$ cat src/rtl/fetch_req_ctrl_pkg.sv
// Shared types and constants for the fetch request controller.
// Line geometry, address alignment and FSM state encoding.
package fetch_req_ctrl_pkg;

    localparam int XLEN       = 32;
    localparam int BUS_LEN    = 2;
    localparam int BUS_WID    = BUS_LEN * XLEN;
    localparam int LINE_BYTES = BUS_WID / 8;
    localparam int BUS_OFF    = $clog2(LINE_BYTES);

    localparam logic [XLEN-1:0] ALIGN_MASK = ~(XLEN'(LINE_BYTES - 1));

    typedef enum logic [1:0] {
        ST_IDLE = 2'd0,
        ST_BOOT = 2'd1,
        ST_RUN  = 2'd2
    } fetch_state_e;

    function automatic logic [XLEN-1:0] align(input logic [XLEN-1:0] addr);
        return addr & ALIGN_MASK;
    endfunction

endpackage

$ cat src/rtl/fetch_credit_cnt.sv
// In-flight read and stale-response discard counters.
// A flush reloads the discard count from the post-cycle in-flight count.
module fetch_credit_cnt #(
    parameter int MAX_OUT = 2,
    parameter int CW      = $clog2(MAX_OUT + 1)
) (
    input  logic          i_clk,
    input  logic          i_rst,
    input  logic          i_inc,
    input  logic          i_dec,
    input  logic          i_flush,
    output logic [CW-1:0] o_inflight,
    output logic          o_drop
);

    logic [CW-1:0] r_inflight;
    logic [CW-1:0] r_discard;
    logic [CW-1:0] w_inflight_nxt;
    logic [CW-1:0] w_discard_nxt;
    logic          w_drop;

    // Next-state computation for both counters
    always_comb begin
        w_inflight_nxt = r_inflight;
        w_discard_nxt  = r_discard;
        w_drop         = i_dec & (r_discard != {CW{1'b0}});
        case ({i_inc, i_dec})
            2'b10:   w_inflight_nxt = r_inflight + CW'(1);
            2'b01:   w_inflight_nxt = r_inflight - CW'(1);
            default: w_inflight_nxt = r_inflight;
        endcase
        if (i_flush) begin
            w_discard_nxt = w_inflight_nxt;
        end else if (w_drop) begin
            w_discard_nxt = r_discard - CW'(1);
        end else begin
            w_discard_nxt = r_discard;
        end
    end

    // Counter registers
    always_ff @(posedge i_clk or posedge i_rst) begin
        if (i_rst) begin
            r_inflight <= {CW{1'b0}};
            r_discard  <= {CW{1'b0}};
        end else begin
            r_inflight <= w_inflight_nxt;
            r_discard  <= w_discard_nxt;
        end
    end

    assign o_inflight = r_inflight;
    assign o_drop     = w_drop;

endmodule

$ cat src/rtl/fetch_req_ctrl.sv
// Fetch request controller: boot redirect, line-aligned read issue with
// in-flight credit limit, and stale-response filtering after redirects.
module fetch_req_ctrl
    import fetch_req_ctrl_pkg::*;
#(
    parameter int              MAX_OUT = 2,
    parameter logic [XLEN-1:0] RST_PC  = 32'h0000_0000
) (
    input  logic               i_clk,
    input  logic               i_rst,
    input  logic               i_core_jump_vld,
    input  logic [XLEN-1:0]    i_core_jump_pc,
    input  logic               i_buffer_free,
    output logic               o_imem_req,
    output logic [XLEN-1:0]    o_imem_addr,
    input  logic               i_imem_ack,
    input  logic               i_imem_resp_vld,
    input  logic [BUS_WID-1:0] i_imem_resp_data,
    output logic               o_jump_vld,
    output logic [XLEN-1:0]    o_jump_pc,
    output logic               o_line_vld,
    output logic [BUS_WID-1:0] o_line_data
);

    localparam int CW = $clog2(MAX_OUT + 1);

    fetch_state_e    r_state;
    fetch_state_e    w_state_nxt;
    logic [XLEN-1:0] r_fetch_addr;
    logic            w_jump_vld;
    logic [XLEN-1:0] w_jump_pc;
    logic            w_req;
    logic            w_accept;
    logic [CW-1:0]   w_inflight;
    logic            w_drop;

    // Boot sequencing and redirect source selection
    always_comb begin
        w_state_nxt = r_state;
        w_jump_vld  = 1'b0;
        w_jump_pc   = {XLEN{1'b0}};
        case (r_state)
            ST_IDLE: begin
                w_state_nxt = ST_BOOT;
            end
            ST_BOOT: begin
                w_state_nxt = ST_RUN;
                w_jump_vld  = 1'b1;
                w_jump_pc   = RST_PC;
            end
            ST_RUN: begin
                w_state_nxt = ST_RUN;
                w_jump_vld  = i_core_jump_vld;
                w_jump_pc   = i_core_jump_pc;
            end
            default: begin
                w_state_nxt = ST_IDLE;
            end
        endcase
    end

    assign w_req    = (r_state == ST_RUN) & ~w_jump_vld & i_buffer_free
                    & (w_inflight < CW'(MAX_OUT));
    assign w_accept = w_req & i_imem_ack;

    // State and fetch-address registers
    always_ff @(posedge i_clk or posedge i_rst) begin
        if (i_rst) begin
            r_state      <= ST_IDLE;
            r_fetch_addr <= align(RST_PC);
        end else begin
            r_state <= w_state_nxt;
            if (w_jump_vld) begin
                r_fetch_addr <= align(w_jump_pc);
            end else if (w_accept) begin
                r_fetch_addr <= r_fetch_addr + XLEN'(LINE_BYTES);
            end else begin
                r_fetch_addr <= r_fetch_addr;
            end
        end
    end

    fetch_credit_cnt #(
        .MAX_OUT (MAX_OUT),
        .CW      (CW)
    ) u_credit (
        .i_clk      (i_clk),
        .i_rst      (i_rst),
        .i_inc      (w_accept),
        .i_dec      (i_imem_resp_vld),
        .i_flush    (w_jump_vld),
        .o_inflight (w_inflight),
        .o_drop     (w_drop)
    );

    assign o_imem_req  = w_req;
    assign o_imem_addr = r_fetch_addr;
    assign o_jump_vld  = w_jump_vld;
    assign o_jump_pc   = w_jump_pc;
    // A response landing in a redirect cycle is stale even when nothing is pending discard
    assign o_line_vld  = i_imem_resp_vld & ~w_drop & ~w_jump_vld;
    assign o_line_data = i_imem_resp_data;

endmodule

$ cat config.mk
export PLATFORM = sky130hd
export DESIGN_NAME = fetch_req_ctrl
export DESIGN_NICKNAME = d
export VERILOG_FILES = /design/src/rtl/fetch_req_ctrl_pkg.sv /design/src/rtl/fetch_credit_cnt.sv /design/src/rtl/fetch_req_ctrl.sv
export SDC_FILE = /design/constraint.sdc
export NUM_CORES = 1
export LEC_CHECK = 0
export CORE_UTILIZATION = 29
export DETAILED_ROUTE_END_ITERATION = 6
export PLACE_DENSITY = 0.74
export SLEW_MARGIN = 20
export SYNTH_ARGS = -nofsm -noshare
export SYNTH_HDL_FRONTEND = slang
export SYNTH_SLANG_ARGS = --single-unit
$ cat constraint.sdc
create_clock -name i_clk -period 2.3 [get_ports i_clk]
set_clock_uncertainty 0.15 [all_clocks]
set_input_delay 0.69 -clock i_clk [delete_from_list [all_inputs] [get_ports i_clk]]
set_output_delay 0.69 -clock i_clk [all_outputs]
set_load 0.01 [all_outputs]
Word-level counts from Yosys, hierarchy flattened
Cells that the tools add are included.

Bits in registers: 38. Input port bits: 102.

$add $sub $neg: 4. Magnitude comparators: 1. Equal/unequal tests: 4. Mux-type cells: 8. Bitwise operators: 9. Reductions and logical operators: 5.

Operators with widths (number): 32-bit two-way mux (3); 32-bit by 4-bit adder with 32-bit output, second input constant (1); 2-bit one-hot mux with 2 select lines (2); 1-bit bitwise AND (7); 2-bit nonzero test (3); 2-bit by 1-bit == test with 1-bit output, second input constant (2); 2-bit == test, second input constant (2); 2-bit two-way mux (2); 2-bit by 1-bit subtractor with 2-bit output, second input constant (2); 2-bit by 1-bit adder with 2-bit output, second input constant (1); 2-bit zero test (1); 2-bit less-than comparator, second input constant (1); 1-bit NOT (2); 1-bit one-hot mux with 2 select lines (1); 2-bit OR reduction (1).

Logic depth before layout (Yosys ltp)
Word-level depth: 10. Mapped depth: 11. Depth with buffers taken out: 11.

Hierarchy
From an unflattened synthesis, not the netlist that was laid out.

Cells, all modules: 332. Area, all modules: 2767.7 sq um.

By module, submodules not included: fetch_req_ctrl (instances 1, cells each 310, area each 2544.9 sq um); fetch_credit_cnt (instances 1, cells each 22, area each 222.7 sq um).

Worst setup path before layout
No wires, ideal clock.

Path kind: input to output. From: in i_core_jump_vld. To: out o_line_vld. Arrival time: 1.558 ns. Required time: 1.460 ns. Slack: -0.098 ns. Cell stages on the path: 4. Path buffers: 1. Path through: a21o_2 -> nand2_1 -> clkbuf_1 -> and3_1.

Cells in the longest elaborated chain, start to end: 3.

Ends and longest elaborated chain: from (decl) (line fetch_req_ctrl.sv:11) `input logic i_core_jump_vld,`; 1-bit one-hot mux with 2 select lines (line fetch_req_ctrl.sv:42) `case (r_state)`; 1-bit NOT (line fetch_req_ctrl.sv:101) `assign o_line_vld = i_imem_resp_vld & ~w_drop & ~w_jump_vld;`; 1-bit bitwise AND (line fetch_req_ctrl.sv:101); to (decl) (line fetch_req_ctrl.sv:21) `output logic o_line_vld,`.

Every way passes these cells.

Worst setup path in the final report
From: reg r_state[0]. To: reg r_fetch_addr[21], in the netlist o_imem_addr[21].

Cells in the longest elaborated chain, start to end: 8. Elaborated cells on any way between the ends: 11. Classes of those cells: eq/ne: 2; mux: 3; bitwise: 5; reduce/logical: 1.

Ends and longest elaborated chain: from (decl) (line fetch_req_ctrl.sv:27) `fetch_state_e r_state;`; from (signal assigned) (line fetch_req_ctrl.sv:72) `r_state <= w_state_nxt;`; 2-bit == test or 2-bit by 1-bit == test with 1-bit output (tied branches) (line fetch_req_ctrl.sv:42, fetch_req_ctrl.sv:62); 1-bit one-hot mux with 2 select lines (line fetch_req_ctrl.sv:42); 1-bit NOT (line fetch_req_ctrl.sv:62) `assign w_req = (r_state == ST_RUN) & ~w_jump_vld & i_buffer_free`; 1-bit bitwise AND (2 in a row) (line fetch_req_ctrl.sv:62); 1-bit bitwise AND (line fetch_req_ctrl.sv:63) `& (w_inflight < CW'(MAX_OUT));`; 1-bit bitwise AND (line fetch_req_ctrl.sv:64) `assign w_accept = w_req & i_imem_ack;`; 2-bit nonzero test (no source line); to (signal assigned) (line fetch_req_ctrl.sv:70) `r_fetch_addr <= align(RST_PC);`; to (signal assigned) (line fetch_req_ctrl.sv:74) `r_fetch_addr <= align(w_jump_pc);`; to (signal assigned) (line fetch_req_ctrl.sv:76) `r_fetch_addr <= r_fetch_addr + XLEN'(LINE_BYTES);`; to (decl) (line fetch_req_ctrl.sv:29) `logic [XLEN-1:0] r_fetch_addr;`.

Several ways; a longest one is shown, not always the timed one. A chain may end at the register's enable or synchronous reset.

==> flow_summary.ini <==
[run_status]
status = finished with violations
violations = design-rule violations, negative setup slack

[placement]
dp_cells = 498
routabilityCongestion = 0.817
portBuffers = 101
dpl_cell_area_mm2 = 0.00366
hpwl_mm = 5.76

[clocking]
cts_tree = yes
clkSlewWorstSetupHoldPaths_ns = 0.07
htreeDepth = 2
numCtsBuffers = 5
clkSinkCount = 35
clock_path_buffers = 2
clockRootBuffer = clkbuf_8
clkLatencyLatePin_ns = 0.29

[setup_path]
regToRegSetupSlack_ns = -0.11
worstPathRequired_ns = 2.32
path_max_fanout = 4
cp_data_arrival_time_ns = 2.43
r2r-start = r_state[0]
reg2regPathDepth = 9
r2r-end = o_imem_addr[21]
end_kind = register
critical_path_class = reg -> reg
cp-start-kind = register
cp-startpoint = r_state[0]

[die]
die_h_um = 98.4
die_x_um = 98.4
coreArea_mm2 = 0.00885
ioPinCount = 233
initial_utilization_pct = 30.4
rows = 34
die-area_mm2 = 0.00968

[min_path]
hold_path_depth = 1
min_to = u_credit.o_inflight[0]
hold_class = reg -> reg
hold_path.startpoint = u_credit.o_inflight[0]

[sta]
holdWs_ns = 0.380
fmax_mhz = 414
max-slew-margin-rel_pct = 63.7
final_max_slew_viol_count = 0
period_share_pct = 105
setup-violations-final = 23
hold_viol_final = 0
period_minus_slack_ns = 2.41
tightest_slew_ns = 0.540
fin_tns_setup_ns = -1.10
setup_ws_ns = -0.113
rsz0062_at_grt = true

[yosys]
synth_top_area_share_pct = 32.5
synth_area_leaders = dfrtp_1, buf_4, and2_1
synthFlopType = dfrtp_1
yosys.cell_types.count = 41
avgSynthCellArea_um2 = 8.50
synthArstFlopShare_pct = 100
seq_area_frac_synth_pct = 32.5
synth_seq_cells = 35
synthCells = 317
syn_area_mm2 = 0.00269
yosysTopAreaCell = dfrtp_1
ys_warn_count = 0
synth_edf_count = 0

[drt]
vias = 2513
wl_per_cell_um = 14.9
vias_per_cell = 4.81
drc = 16
drt_iter0_drc = 89
ant_nets = 0
first_pass_iters = 7
postRouteWirelength_mm = 7.78

[grt]
use_met1_pct = 20.4
grt_max_degree = 46
grt_use_total_pct = 16.4
grt_overflow = 0
grtUsageMet3_pct = 4.15
busiest_layer = met2
grt_pass1_vias = 2560
grtUsageMet2_pct = 26.9
antenna_found_initial = 0
grt_pass1_wl_mm = 12.7

[power_and_ir_drop]
power_density_mw_per_mm2 = 488
max-vdd-ir-drop_mv = 0.193
p_leak_nw = 1.75

[final_layout]
final_util_pct = 45.1
finalInstanceArea_mm2 = 0.00399
antenna_cells = 0
final_cells = 522
drive_gt1_share_pct = 32.4
syn_to_final_growth_pct = 48.2
nNetsFinal = 521

[flow_run]
cap_violations = 0
==> worst max-delay path by stage <==
stage	cells after the start	slack [ns]	endpoint
after floorplan	5	0.06	o_imem_addr[21]
after global placement	5	-0.64	o_line_vld
after detailed placement	5	-0.64	o_line_vld
after CTS	5	-0.11	o_jump_pc[25]
after global routing	9	-0.18	o_imem_addr[21]
final	9	-0.11	o_imem_addr[21]
==> repair_timing <==
action | in CTS | in global routing
resized for setup | 154 | 28
setup endpoints to repair | 49 | 49
hold buffers | 0 | 0
setup buffers | 8 | 8
pin swaps | 13 | 12
gates cloned | 1 | 0
==> worst max-delay path, cell delays in order (launching register included) <==
cell     delay [ns]
dfrtp_1        0.39
inv_2          0.09
buf_6          0.10
ha_4           0.19
o21a_1         0.14
buf_6          0.14
or4b_4         0.58
nor4_4         0.29
xnor2_1        0.17
o21ai_2        0.06
==> cell usage after synthesis (all sizes together), types with 2 or more instances <==
master,instances
nand4b,2
xnor2,9
nor3,3
xor2,11
o21a,2
and2,34
o22ai,3
nand3,12
and3,6
o211ai,2
o21ai,20
nand2,26
a311oi,2
nor4,6
dfrtp,35
clkbuf,8
nor2,18
buf,69
inv,9
a211oi,5
ha,6
and4,2
a21oi,5
nand4,11
==> through the flow <==
stage / worst slack, ns / power (mW)
2_1_floorplan: 0.0650 / 1.21
3_3_place_gp: -0.644 / 1.44
3_5_place_dp: -0.644 / 1.47
4_1_cts: -0.112 / 1.90
5_1_grt: -0.181 / 2.06
6_report: -0.113 / 1.95
==> flip-flops by register name (all words and copies together), names as in the netlist <==
signal and count:
r_state 2, u_credit.o_inflight 2, u_credit.r_discard 2, o_imem_addr 29
==> power breakdown <==
| part | internal (mW) | leakage [nW] | switching [mW] | total [mW] |
|---|---|---|---|---|
| sequential | 0.701 | 0.413 | 0.0875 | 0.789 |
| clock | 0.213 | 0.0422 | 0.227 | 0.440 |
| combinational | 0.406 | 1.30 | 0.312 | 0.718 |
==> cell usage in the layout (no fill, tap or decap), types with 3 or more instances in the layout <==
master / synthesis / final
a211oi_1: 5 / 5
a21oi_1: 5 / 5
and2_1: 32 / 18
and2_4: 0 / 14
and3_1: 6 / 5
buf_2: 0 / 14
buf_4: 67 / 53
buf_6: 0 / 19
clkbuf_8: 0 / 5
clkdlybuf4s50_1: 0 / 63
conb_1: 1 / 3
dfrtp_1: 35 / 35
dlygate4sd2_1: 0 / 7
ha_1: 6 / 3
ha_4: 0 / 3
inv_1: 8 / 6
nand2_1: 26 / 25
nand3_1: 12 / 11
nand4_1: 11 / 11
nor2_1: 18 / 17
nor4_4: 2 / 4
o21ai_0: 18 / 17
o22ai_1: 3 / 3
xnor2_1: 9 / 9
xor2_1: 11 / 11
==> kinds of logic (layout without fill, tap and decap cells) <==
family / after synthesis / in the layout / synth area share [%]
and+or+nand+nor: 124 / 124 / 26.0
DFF: 35 / 35 / 32.5
adders and majority gates: 6 / 6 / 2.79
xor gates and xnor gates: 20 / 20 / 6.50
other: 1 / 3 / 0.139
buffers and inverters: 86 / 181 / 21.3
AOI/OAI and AO/OA: 44 / 44 / 10.4
muxes: 1 / 1 / 0.372
==> cell type report <==
| cell class | instances | area, µm² |
|---|---|---|
| repair buffers | 164 | 1470 |
| well taps | 108 | 135 |
| multi-input cells | 198 | 1400 |
| inverters | 9 | 36.3 |
| fillers | 876 | 4860 |
| flip-flops and latches | 35 | 876 |
| clock inverters | 1 | 5.00 |
| clock buffers | 7 | 76.3 |
==> metal layers <==
layer | vias to the layer above | part of all wire [%]
li1 | 1209 | -
met1 | 1163 | 42
met2 | 115 | 48
met3 | 26 | 7.5
met4 | 0 | 2.4
met5 | - | 0
Note: power is estimated with default switching activity, not from simulation.
